### src/rtl/sh7604_dbus_arb_pkg.sv
// Shared types for the SH7604 data-bus arbiter: grant state encoding and burst beat constants.
package SH7604_PKG;

  typedef enum logic [1:0] {
    ARB_IDLE = 2'd0,
    ARB_CPU  = 2'd1,
    ARB_DMA  = 2'd2
  } arb_state_t;

  // BEAT counts remaining beats after the current one; a 4-beat burst starts at 3.
  localparam logic [1:0] BEAT_BURST_INIT  = 2'd3;
  localparam logic [1:0] BEAT_SINGLE_INIT = 2'd0;

endpackage

### src/rtl/sh7604_dbus_arb.sv
// CPU/DMAC arbiter onto the BSC port: grant changes on CE_R, beats complete on CE_F, stalls are combinational.
// SH7604_ARB_FAIR_EN adds alternation via LAST_DMA; the default build is fixed DMA priority.
module sh7604_dbus_arb
  import SH7604_PKG::*;
(
  input  logic        CLK,
  input  logic        RST_N,
  input  logic        CE_R,
  input  logic        CE_F,
  input  logic [31:0] CPU_A,
  input  logic [31:0] CPU_DO,
  input  logic [3:0]  CPU_BA,
  input  logic        CPU_WE,
  input  logic        CPU_REQ,
  output logic        CPU_WAIT,
  input  logic [31:0] DMA_A,
  input  logic [31:0] DMA_DO,
  input  logic [3:0]  DMA_BA,
  input  logic        DMA_WE,
  input  logic        DMA_REQ,
  input  logic        DMA_LOCK,
  input  logic        DMA_BURST,
  output logic        DMA_WAIT,
  output logic        DMA_ACK,
  output logic [31:0] BUS_A,
  output logic [31:0] BUS_DO,
  output logic [3:0]  BUS_BA,
  output logic        BUS_WE,
  output logic        BUS_REQ,
  output logic        BUS_BURST,
  input  logic        BUS_WAIT
);

  arb_state_t r_state, w_state_nxt;
  logic [1:0] r_beat;
  logic       r_cpu_done, r_dma_fin;
  logic       w_cpu_beat, w_dma_beat, w_last_dma;
  logic       w_dma_exit;

  assign w_cpu_beat = (r_state == ARB_CPU) & CPU_REQ & ~BUS_WAIT;
  assign w_dma_beat = (r_state == ARB_DMA) & DMA_REQ & ~BUS_WAIT;
  assign w_dma_exit = ~DMA_LOCK & (r_dma_fin | ~DMA_REQ);

`ifdef SH7604_ARB_FAIR_EN
  logic r_last_dma;

  always_ff @(posedge CLK or negedge RST_N) begin
    if (!RST_N) begin
      r_last_dma <= 1'b0;
    end else if (CE_R && w_state_nxt == ARB_IDLE) begin
      if (r_state == ARB_DMA)      r_last_dma <= 1'b1;
      else if (r_state == ARB_CPU) r_last_dma <= 1'b0;
    end
  end

  assign w_last_dma = r_last_dma;
`else
  assign w_last_dma = 1'b0;
`endif

  // Release and grant are separate CE_R steps, so a handover always spends one CE_R in IDLE.
  always_comb begin
    w_state_nxt = r_state;
    case (r_state)
      ARB_IDLE: begin
        if (DMA_REQ && !(CPU_REQ && w_last_dma)) w_state_nxt = ARB_DMA;
        else if (CPU_REQ)                        w_state_nxt = ARB_CPU;
      end
      ARB_DMA: if (w_dma_exit) w_state_nxt = ARB_IDLE;
      ARB_CPU: if (!CPU_REQ || (r_cpu_done && DMA_REQ)) w_state_nxt = ARB_IDLE;
      default: w_state_nxt = ARB_IDLE;
    endcase
  end

  always_ff @(posedge CLK or negedge RST_N) begin
    if (!RST_N) r_state <= ARB_IDLE;
    else if (CE_R) r_state <= w_state_nxt;
  end

  // Completion flags live for one rising period: set on CE_F, consumed and cleared on CE_R.
  always_ff @(posedge CLK or negedge RST_N) begin
    if (!RST_N) begin
      r_cpu_done <= 1'b0;
      r_dma_fin  <= 1'b0;
    end else begin
      if (CE_R) begin
        r_cpu_done <= 1'b0;
        r_dma_fin  <= 1'b0;
      end
      if (CE_F && w_cpu_beat) r_cpu_done <= 1'b1;
      if (CE_F && w_dma_beat && r_beat == 2'd0) r_dma_fin <= 1'b1;
    end
  end

  always_ff @(posedge CLK or negedge RST_N) begin
    if (!RST_N) begin
      r_beat <= 2'd0;
    end else if (CE_R && r_state == ARB_IDLE && w_state_nxt == ARB_DMA) begin
      r_beat <= DMA_BURST ? BEAT_BURST_INIT : BEAT_SINGLE_INIT;
    end else if (CE_R && r_state == ARB_DMA && !DMA_LOCK && !DMA_REQ) begin
      r_beat <= 2'd0;
    end else if (CE_F && w_dma_beat && r_beat != 2'd0) begin
      r_beat <= r_beat - 2'd1;
    end
  end

  always_comb begin
    BUS_A     = 32'd0;
    BUS_DO    = 32'd0;
    BUS_BA    = 4'd0;
    BUS_WE    = 1'b0;
    BUS_REQ   = 1'b0;
    BUS_BURST = 1'b0;
    case (r_state)
      ARB_CPU: begin
        BUS_A   = CPU_A;
        BUS_DO  = CPU_DO;
        BUS_BA  = CPU_BA;
        BUS_WE  = CPU_WE;
        BUS_REQ = CPU_REQ;
      end
      ARB_DMA: begin
        BUS_A     = DMA_A;
        BUS_DO    = DMA_DO;
        BUS_BA    = DMA_BA;
        BUS_WE    = DMA_WE;
        BUS_REQ   = DMA_REQ;
        BUS_BURST = DMA_BURST;
      end
      default: ;
    endcase
  end

  // Stalls are gated by RST_N so every output is quiet while reset is held.
  assign CPU_WAIT = RST_N & CPU_REQ & ((r_state != ARB_CPU) | BUS_WAIT);
  assign DMA_WAIT = RST_N & DMA_REQ & ((r_state != ARB_DMA) | BUS_WAIT);
  assign DMA_ACK  = (r_state == ARB_DMA) & DMA_REQ & ~BUS_WAIT;

endmodule

### config.mk
export PLATFORM = sky130hd
export DESIGN_NAME = sh7604_dbus_arb
export DESIGN_NICKNAME = d
export VERILOG_FILES = /design/src/rtl/sh7604_dbus_arb_pkg.sv /design/src/rtl/sh7604_dbus_arb.sv
export SDC_FILE = /design/constraint.sdc
export NUM_CORES = 1
export LEC_CHECK = 0
export ABC_AREA = 1
export CAP_MARGIN = 10
export CELL_PAD_IN_SITES_DETAIL_PLACEMENT = 0
export CELL_PAD_IN_SITES_GLOBAL_PLACEMENT = 2
export CORE_MARGIN = 2
export CORE_UTILIZATION = 10
export CTS_CLUSTER_DIAMETER = 40
export CTS_CLUSTER_SIZE = 10
export DETAILED_ROUTE_END_ITERATION = 10
export PLACE_DENSITY = 0.95
export SETUP_SLACK_MARGIN = 0.05
export SYNTH_ARGS = -nofsm -noshare
export SYNTH_HDL_FRONTEND = slang
export SYNTH_SLANG_ARGS = --single-unit
### constraint.sdc
create_clock -name CLK -period 2.79 [get_ports CLK]
set_input_delay 0.558 -clock CLK [delete_from_list [all_inputs] [get_ports CLK]]
set_output_delay 0.558 -clock CLK [all_outputs]
set_load 0.1 [all_outputs]
# Yosys cells after proc, flatten, opt, wreduce, memory -nomap -nowiden
# Index checks and enable logic that the tools add are counted.
dict set report word_totals {
  regBits 6
  output_inout_bits 74
}
dict set report op_classes {
  add_sub_neg 1
  n_eq_ne 5
  n_mux 18
  bitwise_logic 15
  reduce_logical 20
}
# op n
set ops {}
lappend ops {{case mux 32 bit (2 select lines)} 2}
lappend ops {{2-to-1 mux 2 bit} 8}
lappend ops {{logical AND 1 bit} 10}
lappend ops {{AND 1 bit} 9}
lappend ops {{case mux 4 bit (2 select lines)} 1}
lappend ops {{case mux 2 bit (3 select lines)} 1}
lappend ops {{nonzero test 2 bit} 3}
lappend ops {{equality test 2 bit (second input constant)} 2}
lappend ops {{zero test 2 bit} 2}
lappend ops {{2-to-1 mux 1 bit} 4}
lappend ops {{case mux 1 bit (2 select lines)} 2}
lappend ops {{zero test 1 bit} 3}
lappend ops {{NOT 1 bit} 3}
lappend ops {{bitwise OR 1 bit} 3}
lappend ops {{nonzero test 3 bit} 1}
lappend ops {{equality test 2 x 1 -> 1 bit (second input constant)} 1}
lappend ops {{inequality test 2 x 1 -> 1 bit (second input constant)} 1}
lappend ops {{inequality test 2 bit (second input constant)} 1}
lappend ops {{subtractor 2 x 1 -> 2 bit (second input constant)} 1}
lappend ops {{logical OR 1 bit} 1}

# Longest topological paths before layout
# Gate-level depths: netlist of run 1.
dict set report depth {
  word_depth 8
  mapped_depth 11
}

# Worst setup path before layout of run 1
# No wires, ideal clock.
dict set report synth_timing {
  kind {register to output}
  from {register r_state[0]}
  to {output port BUS_A[0]}
  arrival_ps 2668
  slack_ps -436
  stages_incl_launch_ff 7
  cell_sequence {dfrtp_1 inv_1 ha_1 buf_4 clkbuf_1 nand2_1 a21oi_1}
}
dict set report synth_between {
  elab_chain_cells 2
  elab_cells_between_ends 3
}
# element line
set synth_rtl {}
lappend synth_rtl {{from (decl)} sh7604_dbus_arb.sv:34} ;# arb_state_t r_state, w_state_nxt;
lappend synth_rtl {{from (signal assigned)} sh7604_dbus_arb.sv:77} ;# else if (CE_R) r_state <= w_state_nxt;
lappend synth_rtl {{equality test 2 bit / equality test 2 x 1 -> 1 bit (equally long branches)} sh7604_dbus_arb.sv:114} ;# case (r_state)
lappend synth_rtl {{case mux 32 bit (2 select lines) (*)} sh7604_dbus_arb.sv:114}
lappend synth_rtl {{to (decl)} sh7604_dbus_arb.sv:25} ;# output logic [31:0] BUS_A,
# Every way passes the cells marked *; elsewhere a longest branch is shown, timed or not.

# Final worst setup path of run 1
dict set report layout_timing {
  from {register r_state[0]}
  to {output port BUS_DO[10]}
}
dict set report layout_between {
  elab_chain_cells 2
  elab_cells_between_ends 3
}
# element line
set layout_rtl {}
lappend layout_rtl {{equality test 2 bit / equality test 2 x 1 -> 1 bit (equally long branches)} sh7604_dbus_arb.sv:114}
lappend layout_rtl {{case mux 32 bit (2 select lines) (*)} sh7604_dbus_arb.sv:114}
lappend layout_rtl {{to (decl)} sh7604_dbus_arb.sv:26} ;# output logic [31:0] BUS_DO,
# Marked as above.

==> metrics.cfg, run 1 <==
[outcome]
outcome=completed

[clock_tree]
clockBufferDepth=2
post_cts_resized=0
clkLatencyLatePin_ns=0.23
clk_pin_slew_ns=0.04
clock-sinks=6
cts-buffers-inserted=3
postCtsSetupRepairBufs=0
cts.htree.levels=1
holdBufCountCts=0
cts_root_buf=clkbuf_16
cts_tree=done

[pwr]
p_leak_nw=1.781
swShare_pct=64.67
seqPwrFrac_pct=2.5
power_frac_comb_pct=93.6
ir_drop_v=0.0005408
power_frac_clock_pct=3.9
power_switching_w=0.003975
internal_power_w=0.002172
p_per_area_nw_per_um2=1225

[hold_path]
hold_depth=2
min_to=r_cpu_done$_DFFE_PN0P_
hold_start=r_cpu_done$_DFFE_PN0P_
hp-class=register to register

[floorplanning]
core_sq_um=14590
die_h_microns=126.3
initial_core_util_pct=10.25
pin_count=221
rows=44
die_w_microns=126.3
die-area_sq_um=15950

[layout]
drive_gt1_share_pct=32.43
fill_cells=1498
regArea_sq_um=150.1
multi_input_area_sq_um=1471
final_common_cell=nand2_1
layout_common_cells=nand2_1 (159), clkdlybuf4s50_1 (146), buf_12 (78)
diodes=0
nNetsFinal=669
synthToLayoutAreaGrowth_pct=235.6
final_core_util_pct=34.40

[place]
io_buffers=220
gp_congestion=0.7482
dpl.hpwl_microns=7356

[timing]
fin_skew_ns=0.0005441
max_freq_mhz=403.0
setup_viol=0
maxSlewHeadroom_pct=74.57
hold_viol=0
post-route-period-util_pct=88.93
min_period_ns=2.481
tns_ns=0
finalMaxSlewViolations=0
worst_pin_slew_ns=0.3814
rsz0062_at_grt=false

[synth]
synthCells=310
synth_area_sq_um=1495
ys_warn_count=0
synth.avg_cell_area_sq_um=4.823
syn_nets=462
ys_types=21
ys_seq_area_share_pct=10.04
ys_seq_elements=6

[drt]
first_iter_violations=78
wirelength_microns=8977
final_antenna_net_count=0
wl_per_cell_microns=12.84
dr_total_vias=2829
avgViaCountPerCell=4.047
drt_first_pass_iters=4
drc=0

[global_route]
grt_pass1_wl_microns=14010
grt_use_total_pct=10.53
grt_antenna_before_repair=0
grt_pass1_vias=2846
grt_max_degree=76
gr-total-overflow=0

[critical_path]
r2r-start=r_state[1]$_DFFE_PN0P_
crit_path_end_kind=output port
r2r_cells=10
r2r_end=r_beat[0]$_DFFE_PN0P_
crit_fanout=75
critPathMaxStageDelay_ns=0.46
required_ns=2.23
r2r_slack_ns=0.85
crit_path_start_kind=register
cp.arrival_ns=1.92
worst_path_max_delay_cell=dfrtp_1
worstPathCellList=inv_1 -> ha_2 -> buf_12 -> nand2_1 -> a21oi_2 -> buf_12
crit_type=register to output port
crit_top_cell=buf_12

[flow_run]
cap_violations=0

## synth_stat cells
library cell,count,share of area (%)
buf_4,1,0.50
a21oi_1,72,24
dfrtp_1,6,10
nor2_2,2,0.84
o21ai_1,2,0.67
o31ai_1,1,0.50
nand3_2,3,2.0
nand2_2,3,1.3
buf_1,5,1.3
nand4_1,3,1.3
nand3_1,4,1.3
nand4_2,1,0.84
buf_2,1,0.33
inv_2,1,0.25
clkbuf_1,16,4.0
o21ai_0,4,1.3
nor3_1,1,0.33
inv_1,15,3.8
nand2_1,159,40
nor2_1,5,1.3
ha_1,5,4.2
## power groups by stage
stage	Sequential, W	Combinational [W]	Clock, W
2_1_floorplan	0.000142	0.00367	0
3_3_place_gp	0.000150	0.00576	0
3_5_place_dp	0.000152	0.00580	0
4_1_cts	0.000152	0.00581	0.000241
5_1_grt	0.000156	0.00600	0.000247
6_report	0.000152	0.00576	0.000239
## kinds of logic after synthesis
| kind of cell | share of synthesized area (%) |
|---|---|
| buf+inv | 10.13 |
| simple gates | 49.04 |
| flops | 10.04 |
| fa+ha+maj | 4.184 |
| compound gates | 26.61 |
## worst max-delay path: cells and delay by family, from the launching register on
kind                     cells  cell delay [ns]
adder cells (fa/ha/maj)      1             0.20
buffers and inverters        3             0.60
flip-flops                   1             0.46
AO/OA/AOI/OAI                1             0.23
AND/OR/NAND/NOR              1             0.11
## stage by stage
stage | instances | instance area (sq um) | power (W) | hold WS, ns | worst slack (ns)
2_1_floorplan | 310 | 1768 | 0.003812 | 0.2624 | 0.07466
3_3_place_gp | 696 | 4943 | 0.005912 | 0.4921 | 0.5027
3_5_place_dp | 696 | 4943 | 0.005953 | 0.4777 | 0.4657
4_1_cts | 699 | 5019 | 0.006200 | 0.4852 | 0.2912
5_1_grt | 699 | 5019 | 0.006406 | 0.5562 | 0.1670
6_report | 699 | 5019 | 0.006147 | 0.4843 | 0.3087
## area by class of cell
class | instances | area share, %
Multi-Input combinational cell | 265 | 29.32
Sequential cell | 6 | 2.992
Tap cell | 184 | 4.587
Timing Repair Buffer | 225 | 60.38
Inverter | 16 | 1.222
Clock buffer | 3 | 1.496
## flip-flops by register name, summed over array words and instances (netlist names)
signal and flops:
r_beat 2, r_state 2, r_cpu_done 1, r_dma_fin 1
## routing by layer
metal / vias to the layer above / part of all wire (%) / global-route usage, %
met5: - / 0 / 0
met4: 0 / 0.42 / 0.9050
met3: 4 / 8.1 / 2.761
met2: 116 / 54 / 20.02
met1: 1307 / 38 / 12.21
li1: 1402 / - / -
## worst max-delay path by stage
stage / start / end / slack (ns) / cells after the start
2_1_floorplan: r_state[0]$_DFFE_PN0P_ / BUS_A[0] / 0.07 / 6
3_3_place_gp: RST_N / DMA_WAIT / 0.50 / 4
3_5_place_dp: RST_N / CPU_WAIT / 0.47 / 4
4_1_cts: r_state[1]$_DFFE_PN0P_ / BUS_REQ / 0.29 / 6
5_1_grt: r_state[1]$_DFFE_PN0P_ / BUS_REQ / 0.17 / 6
6_report: r_state[0]$_DFFE_PN0P_ / BUS_DO[10] / 0.31 / 6
Power figures use the tool's default switching activity.
==> run 2: changes to the inputs <==
==> constraint.sdc (replaced) <==
create_clock -name CLK -period 3.1 [get_ports CLK]
set_input_delay 0.62 -clock CLK [delete_from_list [all_inputs] [get_ports CLK]]
set_output_delay 0.62 -clock CLK [all_outputs]
set_load 0.1 [all_outputs]
==> run 2 against run 1 <==
Against the previous run:
- cell area shrank 0.45%
- worst setup slack gained 0.20 ns
- flip-flop and latch count is the same
- wire length shrank 1.1%
- combinational power shrank 11%
- critical endpoint is now DMA_ACK
- via count shrank 1.4%
==> metrics.cfg, run 2 (synthesis results as in run 1) <==
[outcome]
outcome=completed

[place]
gp_congestion=0.7847
io_buffers=220
dpl.hpwl_microns=7281
place_inst=695

[critical_path]
critPathMaxStageDelay_ns=0.46
cp.arrival_ns=1.97
crit_type=register to output port
required_ns=2.48
crit_path_start_kind=register
r2r_slack_ns=1.17
worst_path_max_delay_cell=dfrtp_1
crit_fanout=75
crit_path_end_kind=output port
worstPathCellList=inv_1 -> ha_2 -> buf_12 -> nand2_2 -> nor2_1 -> buf_12
crit_top_cell=buf_12

[layout]
layout_common_cells=nand2_1 (159), clkdlybuf4s50_1 (146), buf_12 (77)
nNetsFinal=668
synthToLayoutAreaGrowth_pct=234.1
diodes=0
stdcell_count=698
reg.largest.list=r_beat (2), r_state (2)
drive_gt1_share_pct=32.10
final_common_cell=nand2_1
fill_cells=1500

[pwr]
ir_drop_v=0.0004938
p_per_area_nw_per_um2=1101
p_leak_nw=1.773

[drt]
wl_per_cell_microns=12.72
first_iter_violations=102
drt_first_pass_iters=4
final_antenna_net_count=0
wirelength_microns=8881
drc=0
dr_total_vias=2790
avgViaCountPerCell=3.997

[clock_tree]
clockBufferDepth=2
clk_pin_slew_ns=0.03
postCtsSetupRepairBufs=0
clkLatencyLatePin_ns=0.23
cts_tree=done
post_cts_resized=0
cts_root_buf=clkbuf_16
holdBufCountCts=0
clock-sinks=6
cts-buffers-inserted=3
cts.htree.levels=1

[hold_path]
hp-class=register to register

[global_route]
grt_pass1_vias=2983
grt_pass1_wl_microns=14370
grt_max_degree=76
gr-total-overflow=0
grt_antenna_before_repair=0
grt_use_total_pct=10.57

[timing]
maxSlewHeadroom_pct=74.89
post-route-period-util_pct=83.45
fin_skew_ns=0.0009416
min_period_ns=2.587
finalMaxSlewViolations=0
worst_pin_slew_ns=0.3766
rsz0062_at_grt=false
max_freq_mhz=386.5
setup_viol=0
tns_ns=0
hold_viol=0

[flow_run]
cap_violations=0

[floorplanning]
die_w_microns=126.3
initial_core_util_pct=10.25
core_sq_um=14590
pin_count=221
die_h_microns=126.3
die-area_sq_um=15950
rows=44

## run 2: cell types whose count changed in the layout (fill, tap and decap cells not counted)
cell,delta
nor2_2,-1
buf_12,-1
nor2_1,+1
## run 2: area by class of cell
cell class	instances	area, sq um	area share (%)
Multi-Input combinational cell	265	1469	29.40
Tap cell	184	230.2	4.608
Timing Repair Buffer	224	3010	60.26
Clock buffer	3	75.07	1.503
Inverter	16	61.31	1.227
Sequential cell	6	150.1	3.005
## run 2: worst max-delay path, delay by kind of cell, from the launching register on
| kind | cells | cell delay, ns |
|---|---|---|
| adders and majority gates | 1 | 0.20 |
| and+or+nand+nor | 2 | 0.38 |
| DFF | 1 | 0.46 |
| buffers and inverters | 3 | 0.59 |
## run 2: routing by layer
metal	vias up	routed length, microns	GRT usage (%)
li1	1401	-	-
met1	1274	3313	11.36
met2	109	4835	21.22
met3	6	672	2.634
met4	0	60	1.099
met5	-	0	0
## run 2: path summary, 6_finish.rpt
path / from / end / depth (start not counted)
setup / recovery: r_state[0]$_DFFE_PN0P_ / DMA_ACK / 6
hold / removal: r_cpu_done$_DFFE_PN0P_ / r_cpu_done$_DFFE_PN0P_ / 2
setup reg to reg: r_state[1]$_DFFE_PN0P_ / r_beat[1]$_DFFE_PN0P_ / 10
hold reg to reg: r_cpu_done$_DFFE_PN0P_ / r_cpu_done$_DFFE_PN0P_ / 2
max in group asynchronous: RST_N / r_dma_fin$_DFFE_PN0P_ / 1
min in group asynchronous: RST_N / r_state[0]$_DFFE_PN0P_ / 1
## run 2: where the power goes
part           leakage, nW  internal [W]  switching [W]
registers           0.0783      0.000106      0.0000329
clock network       0.0370      0.000166      0.0000433
logic                 1.66       0.00167        0.00349
## run 2: metrics by stage
stage	hold WS, ns	setup WS [ns]	util [%]	area, sq um	total power [W]
finish	0.4834	0.5130	34.25	4996	0.005501
global route	0.5387	0.4407	34.25	4996	0.005752
CTS	0.4887	0.5378	34.25	4996	0.005564
detailed placement	0.4822	0.6819	33.73	4921	0.005343
global placement	0.4887	0.6979	33.73	4921	0.005294
floorplan	0.3244	0.2732	-	1765	0.003430
==> run 3: changes to the inputs <==
==> constraint.sdc (replaced) <==
create_clock -name CLK -period 2.35 [get_ports CLK]
set_input_delay 0.47 -clock CLK [delete_from_list [all_inputs] [get_ports CLK]]
set_output_delay 0.47 -clock CLK [all_outputs]
set_load 0.1 [all_outputs]
==> run 3 against run 2 <==
Against the previous run:
- combinational power up 45%
- clock-buffer cell count unchanged
- clock power up 30%
- critical path type unchanged
- largest power group unchanged
==> metrics.cfg, run 3 (synthesis results as in run 1) <==
[layout]
reg.largest.list=r_beat (2), r_state (2)
final_common_cell=nand2_1
multi_input_area_sq_um=1709
final_area_sq_um=5395
regArea_sq_um=152.6
layout_common_cells=nand2_1 (159), clkdlybuf4s50_1 (146), buf_12 (81)
fill_cells=1444
diodes=0
drive_gt1_share_pct=33.78
synthToLayoutAreaGrowth_pct=260.8
nNetsFinal=675

[critical_path]
crit_path_start_kind=register
crit_type=register to output port
required_ns=1.88
r2r-start=r_state[0]$_DFFE_PN0P_
crit_path_end_kind=output port
cp.arrival_ns=1.79
crit_fanout=25
crit_path_start=r_state[0]$_DFFE_PN0P_

[floorplanning]
core_sq_um=14590
initial_core_util_pct=10.25
die_w_microns=126.3
die_h_microns=126.3
die-area_sq_um=15950
rows=44
pin_count=221

[place]
gp_congestion=0.8198
dpl.hpwl_microns=7607
io_buffers=220
postPlaceCellArea_sq_um=5117

[clock_tree]
postCtsSetupRepairBufs=0
cts_tree=done
clk_pin_slew_ns=0.03
clock-sinks=6
cts_root_buf=clkbuf_16
clockBufferDepth=2
cts.htree.levels=1
clkLatencyLatePin_ns=0.23
cts-buffers-inserted=3

[global_route]
grt_pass1_wl_microns=13940
grt_max_degree=45
grt_use_total_pct=10.54
grt_pass1_vias=2900
gr-total-overflow=0
grt_antenna_before_repair=0

[timing]
post-route-period-util_pct=96.03
tns_ns=0
rsz0062_at_grt=false
max_freq_mhz=443.1
maxSlewHeadroom_pct=79.84
setup_viol=0
finalMaxSlewViolations=0
min_period_ns=2.257
worst_pin_slew_ns=0.3001
hold_slack_ns=0.4924
fin_skew_ns=0.0003494
hold_viol=0

[drt]
wl_per_cell_microns=13.98
avgViaCountPerCell=4.146
drt_first_pass_iters=4
final_antenna_net_count=0
drc=0
first_iter_violations=72
dr_total_vias=2923
wirelength_microns=9857

[pwr]
p_per_area_nw_per_um2=1473
p_leak_nw=1.861
ir_drop_v=0.0006942

[outcome]
outcome=completed

[flow_run]
cap_violations=0

[hold_path]
hp-class=register to register
hold_start=r_cpu_done$_DFFE_PN0P_

-- run 3: changes by cell type in the layout (fill, tap and decap cells not counted), sizes merged --
cell | before | now
inv | 15 | 16
clkbuf | 3 | 6
buf | 78 | 82
clkinv | 1 | 0
-- run 3: final cells by class --
class	count	area share, %
multi-input combinational	265	31.68
timing repair buffer	231	58.67
sequential	6	2.829
clock buffer	3	1.391
tap	184	4.267
inverter	16	1.160
-- run 3: layer usage --
layer  GRT usage (%)  vias up  routed length, microns
li1                -     1415                       -
met4           2.586        0                     150
met2           20.81      164                    5151
met5               0        -                       0
met3           2.634       10                     921
met1           11.00     1334                    3634
-- run 3: path summary, 6_finish.rpt --
kind	slack, ns	to	depth (start not counted)
worst max-delay path	0.09	BUS_REQ	6
worst min-delay path	0.49	r_cpu_done$_DFFE_PN0P_	2
worst max register to register	0.59	r_beat[1]$_DFFE_PN0P_	10
worst min register to register	0.49	r_cpu_done$_DFFE_PN0P_	2
max in group asynchronous	1.62	r_state[0]$_DFFE_PN0P_	2
min in group asynchronous	0.60	r_dma_fin$_DFFE_PN0P_	2
-- run 3: repair_timing --
action                     4_1_cts  5_1_grt
gates cloned                     0        3
hold buffers                     0        0
resized for setup               16       16
setup endpoints to repair       27       63
-- run 3: power by group --
part | switching (W) | total, W | internal [W] | leakage [nW]
clock network | 0.0000544 | 0.000272 | 0.000218 | 0.0370
logic | 0.00494 | 0.00748 | 0.00254 | 1.75
registers | 0.0000497 | 0.000192 | 0.000142 | 0.0756
total | 0.00504 | 0.00795 | 0.00290 | 1.86
-- run 3: worst max-delay path, stage by stage (launching register included) --
cell	delay, ns
dfrtp_2	0.45
inv_1	0.12
ha_1	0.33
inv_4	0.06
buf_12	0.18
a21oi_2	0.21
buf_12	0.20
-- run 3: stage by stage --
stage                     instances  worst slack, ns  total power (W)  util (%)
after floorplan                 310          -0.7876         0.004686         -
final                           705          0.09330         0.007947     36.98
after global placement          699           0.2011         0.007319     35.08
after global routing            705          0.04844         0.008259     36.98
after detailed placement        699           0.1883         0.007377     35.08
after CTS                       702          0.01834         0.007750     36.00
